$ cat src/rtl/cpu_types_pkg.sv
// ----------------------------------------------------------------------------
// cpu_types_pkg
//  Types shared by the memory bus arbiter and its neighbours.
//  arb_state_t : arbiter FSM states
//  arb_idx_t   : requester index for the default two-core build
//                (index r = 2*cpu + 1 for D$, + 0 for I$)
// ----------------------------------------------------------------------------
package cpu_types_pkg;

    localparam int ARB_NCPU = 2;
    localparam int ARB_NREQ = 2 * ARB_NCPU;

    typedef enum logic [1:0] {
        IDLE,
        GRANT,
        BUSY,
        COOL
    } arb_state_t;

    typedef logic [$clog2(ARB_NREQ)-1:0] arb_idx_t;

endpackage

$ cat src/rtl/rr_pick.sv
// ----------------------------------------------------------------------------
// rr_pick
//  Combinational round-robin picker. Scans ptr+1, ptr+2, ... (mod N) and
//  returns the first requester found, so the last winner (ptr) is checked last.
//  Ports:
//   req  in   N      request vector
//   ptr  in   IW     index of the previous winner
//   win  out  IW     selected requester (0 when none)
//   any  out  1      at least one request pending
// ----------------------------------------------------------------------------
module rr_pick #(
    parameter int N  = 4,
    parameter int IW = (N > 1) ? $clog2(N) : 1
) (
    input  logic [N-1:0]  req,
    input  logic [IW-1:0] ptr,
    output logic [IW-1:0] win,
    output logic          any
);

    always_comb begin
        logic found;
        int   idx;
        win   = '0;
        found = 1'b0;
        idx   = 0;
        for (int i = 1; i <= N; i++) begin
            idx = (int'(ptr) + i) % N;
            if (!found && req[idx[IW-1:0]]) begin
                win   = idx[IW-1:0];
                found = 1'b1;
            end
        end
    end

    assign any = |req;

endmodule

$ cat src/rtl/mem_bus_arbiter.sv
// ----------------------------------------------------------------------------
// mem_bus_arbiter
//  Shares the coherence/memory controller between the I$ and D$ ports of all
//  cores. Round-robin pick in IDLE, registered grant held until the controller
//  pulses done, then one dead COOL cycle so the finished requester can drop.
//  Optional starvation guard: define ARB_STARVE_GUARD_EN to add per-requester
//  age counters; a requester that has waited AGE_MAX cycles beats the
//  round-robin order (lowest index among several).
//  Ports:
//   CLK        in   1             clock, rising edge
//   nRST       in   1             async active-low reset
//   ireq       in   NCPU          I$ request per core
//   dreq       in   NCPU          D$ request per core
//   done       in   1             granted transaction finished (BUSY only)
//   gnt_valid  out  1             grant active
//   gnt_cpu    out  clog2(NCPU)   core owning the grant
//   gnt_d      out  1             1 = D$ grant, 0 = I$ grant
//   gnt_vec    out  2*NCPU        one-hot grant (zero when idle)
//   busy       out  1             high in GRANT/BUSY/COOL
// ----------------------------------------------------------------------------
module mem_bus_arbiter
    import cpu_types_pkg::*;
#(
    parameter int NCPU    = 2,
    parameter int AGE_MAX = 15
) (
    input  logic                    CLK,
    input  logic                    nRST,
    input  logic [NCPU-1:0]         ireq,
    input  logic [NCPU-1:0]         dreq,
    input  logic                    done,
    output logic                    gnt_valid,
    output logic [$clog2(NCPU)-1:0] gnt_cpu,
    output logic                    gnt_d,
    output logic [2*NCPU-1:0]       gnt_vec,
    output logic                    busy
);

    localparam int NREQ = 2 * NCPU;
    localparam int IW   = $clog2(NREQ);
    localparam logic [NREQ-1:0] ONE = NREQ'(1);

    typedef logic [IW-1:0] idx_t;

    if (AGE_MAX < 1) begin : g_age_chk
        $error("AGE_MAX must be at least 1");
    end

    arb_state_t      state;
    idx_t            ptr;
    idx_t            win_q;
    idx_t            rr_win;
    idx_t            pick;
    logic [NREQ-1:0] req;
    logic            any;

    // Interleave per core: even index I$, odd index D$.
    always_comb begin
        req = '0;
        for (int c = 0; c < NCPU; c++) begin
            req[2*c]   = ireq[c];
            req[2*c+1] = dreq[c];
        end
    end

    rr_pick #(.N(NREQ), .IW(IW)) u_pick (
        .req (req),
        .ptr (ptr),
        .win (rr_win),
        .any (any)
    );

`ifdef ARB_STARVE_GUARD_EN
    localparam int AW = $clog2(AGE_MAX + 1);
    localparam logic [AW-1:0] AGE_SAT = AW'(AGE_MAX);

    logic [NREQ-1:0][AW-1:0] age;

    // Age counts cycles spent requesting without holding the grant.
    always_ff @(posedge CLK or negedge nRST) begin
        if (!nRST) begin
            age <= '0;
        end else begin
            for (int r = 0; r < NREQ; r++) begin
                if (!req[r] || gnt_vec[r])
                    age[r] <= '0;
                else if (age[r] != AGE_SAT)
                    age[r] <= age[r] + 1'b1;
            end
        end
    end

    // Descending scan so the lowest saturated index ends up selected.
    always_comb begin
        pick = rr_win;
        for (int r = NREQ - 1; r >= 0; r--) begin
            if (req[r] && (age[r] == AGE_SAT))
                pick = idx_t'(r);
        end
    end
`else
    assign pick = rr_win;
`endif

    always_ff @(posedge CLK or negedge nRST) begin
        if (!nRST) begin
            state     <= IDLE;
            ptr       <= '0;
            win_q     <= '0;
            gnt_valid <= 1'b0;
            gnt_cpu   <= '0;
            gnt_d     <= 1'b0;
            gnt_vec   <= '0;
            busy      <= 1'b0;
        end else begin
            case (state)
                IDLE: begin
                    if (any) begin
                        state     <= GRANT;
                        win_q     <= pick;
                        gnt_valid <= 1'b1;
                        gnt_cpu   <= pick[IW-1:1];
                        gnt_d     <= pick[0];
                        gnt_vec   <= ONE << pick;
                        busy      <= 1'b1;
                    end
                end
                GRANT: begin
                    // Winner drops to lowest priority for the next round.
                    ptr   <= win_q;
                    state <= BUSY;
                end
                BUSY: begin
                    // done takes precedence over a simultaneous request drop.
                    if (done || !req[win_q]) begin
                        state     <= done ? COOL : IDLE;
                        gnt_valid <= 1'b0;
                        gnt_cpu   <= '0;
                        gnt_d     <= 1'b0;
                        gnt_vec   <= '0;
                        busy      <= done;
                    end
                end
                COOL: begin
                    state <= IDLE;
                    busy  <= 1'b0;
                end
                default: begin
                    state     <= IDLE;
                    gnt_valid <= 1'b0;
                    gnt_cpu   <= '0;
                    gnt_d     <= 1'b0;
                    gnt_vec   <= '0;
                    busy      <= 1'b0;
                end
            endcase
        end
    end

endmodule
$ cat config.mk
export PLATFORM = sky130hd
export DESIGN_NAME = mem_bus_arbiter
export DESIGN_NICKNAME = d
export VERILOG_FILES = /design/src/rtl/cpu_types_pkg.sv /design/src/rtl/rr_pick.sv /design/src/rtl/mem_bus_arbiter.sv
export SDC_FILE = /design/constraint.sdc
export NUM_CORES = 1
export LEC_CHECK = 0
export ABC_AREA = 1
export CORE_ASPECT_RATIO = 0.9
export CORE_MARGIN = 1.5
export CORE_UTILIZATION = 43
export CTS_CLUSTER_DIAMETER = 80
export DETAILED_ROUTE_END_ITERATION = 7
export GPL_TIMING_DRIVEN = 0
export PLACE_DENSITY = 0.71
export SLEW_MARGIN = 20
export SYNTH_ARGS = -nofsm -noshare
export SYNTH_HDL_FRONTEND = slang
export SYNTH_SLANG_ARGS = --single-unit
$ cat constraint.sdc
create_clock -name CLK -period 4.64 [get_ports CLK]
set_clock_uncertainty 0.2 [all_clocks]
set_input_delay 0.928 -clock CLK [delete_from_list [all_inputs] [get_ports CLK]]
set_output_delay 0.928 -clock CLK [all_outputs]
set_load 0.005 [all_outputs]
==> results of run 1 <==
==> kinds of logic (layout without fill, tap and decap cells) <==
family	after synthesis	in the layout
AOI/OAI and AO/OA	15	15
buffers and inverters	17	35
and+or+nand+nor	77	77
DFF	14	14
==> registers in the layout (all words and copies together), names as in the netlist <==
register   flops
gnt_valid      1
state          2
busy           1
gnt_d          1
gnt_cpu        1
ptr            2
win_q          2
gnt_vec        4
==> worst paths after layout <==
kind | to | cells past startpoint
setup / recovery | busy$_DFFE_PN0P_ | 7
hold / removal | gnt_vec[3]$_DFFE_PN0P_ | 2
setup reg to reg | gnt_vec[1]$_DFFE_PN0P_ | 11
hold reg to reg | gnt_vec[3]$_DFFE_PN0P_ | 2
max in group asynchronous | gnt_valid$_DFFE_PN0P_ | 1
min in group asynchronous | gnt_vec[1]$_DFFE_PN0P_ | 1
==> critical path, stage by stage <==
cell	delay (ns)
clkdlybuf4s50_1	0.50
nor4_2	0.43
nand2_1	0.14
nand3_2	0.19
inv_1	0.06
o21ai_0	0.11
nand2_1	0.08
==> cell usage after synthesis, drive strengths merged <==
cell type  number
a21oi           2
buf             1
dfrtp          14
inv            16
nand2          55
nand3          11
nand4           5
nor2            4
nor3            1
nor4            1
o211ai          1
o21a            1
o21ai           9
o21bai          2
==> stage by stage <==
step / cell area [um2] / worst slack (ns) / total power, uW / util [%] / std cells
after floorplan: 894.6 / 2.534 / 560.5 / - / 123
after global placement: 1066 / 1.846 / 673.2 / 55.15 / 162
after detailed placement: 1066 / 1.859 / 685.8 / 55.15 / 162
after CTS: 1102 / 2.165 / 776.9 / 57.02 / 166
after global routing: 1102 / 2.064 / 843.9 / 57.02 / 166
final: 1102 / 2.172 / 768.4 / 57.02 / 166
==> layout by cell type (no fill, tap or decap) <==
cell	synthesis	routed
nor3_4	1	1
o21bai_1	1	1
clkbuf_4	0	3
inv_1	14	14
o211ai_1	1	1
nor2_4	1	1
o21bai_2	1	1
nand2_2	8	8
nand2_4	2	2
nand3_2	1	1
nor2_1	3	3
inv_2	2	2
o21ai_1	1	1
buf_4	1	1
o21ai_2	1	1
clkbuf_8	0	1
o21a_1	1	1
nand2_1	45	45
clkdlybuf4s50_1	0	14
nor4_2	1	1
o21ai_0	7	7
dfrtp_1	14	14
nand3_1	10	10
a21oi_1	2	2
nand4_1	5	5
==> power by group <==
part,total [uW],internal (uW),leakage [uW],switching [uW]
sequential,224,176,0.000175,47.8
clock,86.0,47.8,0.0000210,38.2
combinational,459,186,0.000375,272
==> routing by layer <==
| layer | share of wire, % | vias to the layer above | GRT usage [%] | wire, um |
|---|---|---|---|---|
| li1 | - | 432 | - | - |
| met1 | 51 | 344 | 24.39 | 895 |
| met2 | 42 | 18 | 23.12 | 731 |
| met3 | 5.0 | 5 | 4.870 | 87 |
| met4 | 1.3 | 0 | 6.486 | 23 |
| met5 | 0 | - | 0 | 0 |
==> cell type report <==
class / instances / share of cell area (%)
buffer: 1 / 0.6810
clock buffer: 4 / 3.292
inverter: 16 / 5.448
multi-input combinational: 92 / 43.25
sequential: 14 / 31.78
tap: 25 / 2.838
timing repair buffer: 14 / 12.71
==> flow_summary_export.csv, run 1 <==
group,metric,value,unit
run_status,outcome,"finished clean",
logic_synthesis,ys_seq_area_share,39.16,%
route,routed_wl,1738,um
logic_synthesis,synth_area_leader_cell,"dfrtp_1",
clocking,cts_tree,"yes",
global_route,grtUsageTotal,16.71,%
logic_synthesis,synth.distinct_cells,22,
power,p_leak,0.0005711,uW
worst_setup_path,critPathRequiredTime,4.60,ns
worst_setup_path,startpoint_type,"input pin",
logic_synthesis,synth_compound_area_share,10.35,%
timing,min_period,2.468,ns
cells_and_area,syn_to_final_growth,23.22,%
floorplan,ios,15,
logic_synthesis,synthMuxAreaShare,0,%
worst_setup_path,rr_startpoint,"ptr[1]$_DFFE_PN0N_",
logic_synthesis,synth.top_cells.by_area,"dfrtp_1, nand2_1, inv_1",
floorplan,initial_core_util,46.28,%
worst_setup_path,r2r_setup_slack,2.95,ns
hold_path,hold_start,"gnt_vec[3]$_DFFE_PN0P_",
global_route,antenna_found_initial,0,
place,hpwl,1360,um
route,routedWlPerCell,10.47,um
place,globalplace.congestion,0.7778,
logic_synthesis,synth_nets,130,
worst_setup_path,end_kind,"flip-flop",
route,first_iter_violations,24,
hold_path,hold_path.class,"reg -> reg",
clocking,cts_resized,0,
floorplan,coreArea,1933,um2
worst_setup_path,path_class,"in -> reg",
timing,hold_violations,0,
global_route,grt_max_degree,15,
timing,final-setup-viol-count,0,
timing,slew_violations,0,
timing,tightest_slew,0.6210,ns
route,drc,0,
power,vdd_drop_max,349.2,uV
clocking,clk_pin_slew_worst_paths,0.08,ns
global_route,grt_overflow,0,
timing,fin_crit_sh,53.20,%
clocking,cts-root-buf,"clkbuf_4",
place,port-buffer-count,14,
global_route,grt_pass1_wl,2911,um
cells_and_area,layout-drive-gt1-share,16.31,%
run,drv_cap,0,
logic_synthesis,synth_top_family_by_area,"simple AND/OR/NAND/NOR gates",
clocking,clockBufferDepth,2,
cells_and_area,multi_input_area,476.7,um2
logic_synthesis,synth_xor_xnor_area_share,0,%
clocking,tritoncts.num_buffers,3,
worst_setup_path,cp.arrival,2.43,ns
timing,finalHoldWorstSlack,0.2810,ns
logic_synthesis,ys_ff_latch,14,
cells_and_area,fillers,191,
cells_and_area,register_area,350.3,um2
logic_synthesis,synthSimpleGateAreaFrac,42.94,%
timing,slew_headroom,58.47,%
route,avgViaCountPerCell,4.813,
floorplan,row_count,15,
cells_and_area,antenna_cells,0,
logic_synthesis,synth_area,894.6,um2
global_route,grt_pass1_vias,661,
clocking,htreeDepth,1,
logic_synthesis,synth_top_area_share,39.16,%
timing,timing.fmax,405.1,MHz
logic_synthesis,synth_adder_area_share,0,%
clocking,clk_latency,0.28,ns
timing,fin_setup_tns,0,ns
floorplan,die_x,51.08,um
logic_synthesis,ys_warn_count,0,
floorplan,die_h,46.27,um
power,powerDensity,697.1,nW/um2
logic_synthesis,syn_avg_cell_area,7.273,um2
clocking,hold_buffers,0,
timing,rsz0062_at_grt,"false",
route,ant_nets,0,
logic_synthesis,synthCells,123,
clocking,cts_sinks,14,
route,dr.pass1.iters,4,
worst_setup_path,worstSetupStartpoint,"dreq[1]",
route,via_count,799,
worst_setup_path,worstPathMaxFanout,9,
cells_and_area,nets,149,
floorplan,dieArea,2363,um2
clocking,cts_setup_buffers,0,
Note: power is estimated with default switching activity, not from simulation.
==> run 2: changes to the inputs <==
==> constraint.sdc (replaced) <==
create_clock -name CLK -period 2.5 [get_ports CLK]
set_clock_uncertainty 0.2 [all_clocks]
set_input_delay 0.5 -clock CLK [delete_from_list [all_inputs] [get_ports CLK]]
set_output_delay 0.5 -clock CLK [all_outputs]
set_load 0.005 [all_outputs]
==> results of run 2 <==
Same layout as run 1 (identical final DEF). Status: finished clean.
Among the figures that moved: setup slack after placement 1.859 ns -> 0.1474 ns; setup slack after layout 2.172 ns -> 0.4598 ns; register-to-register setup slack 2.95 ns -> 0.81 ns; total power 768.4 uW -> 1426 uW; worst IR drop on VDD 349.2 uV -> 648.2 uV
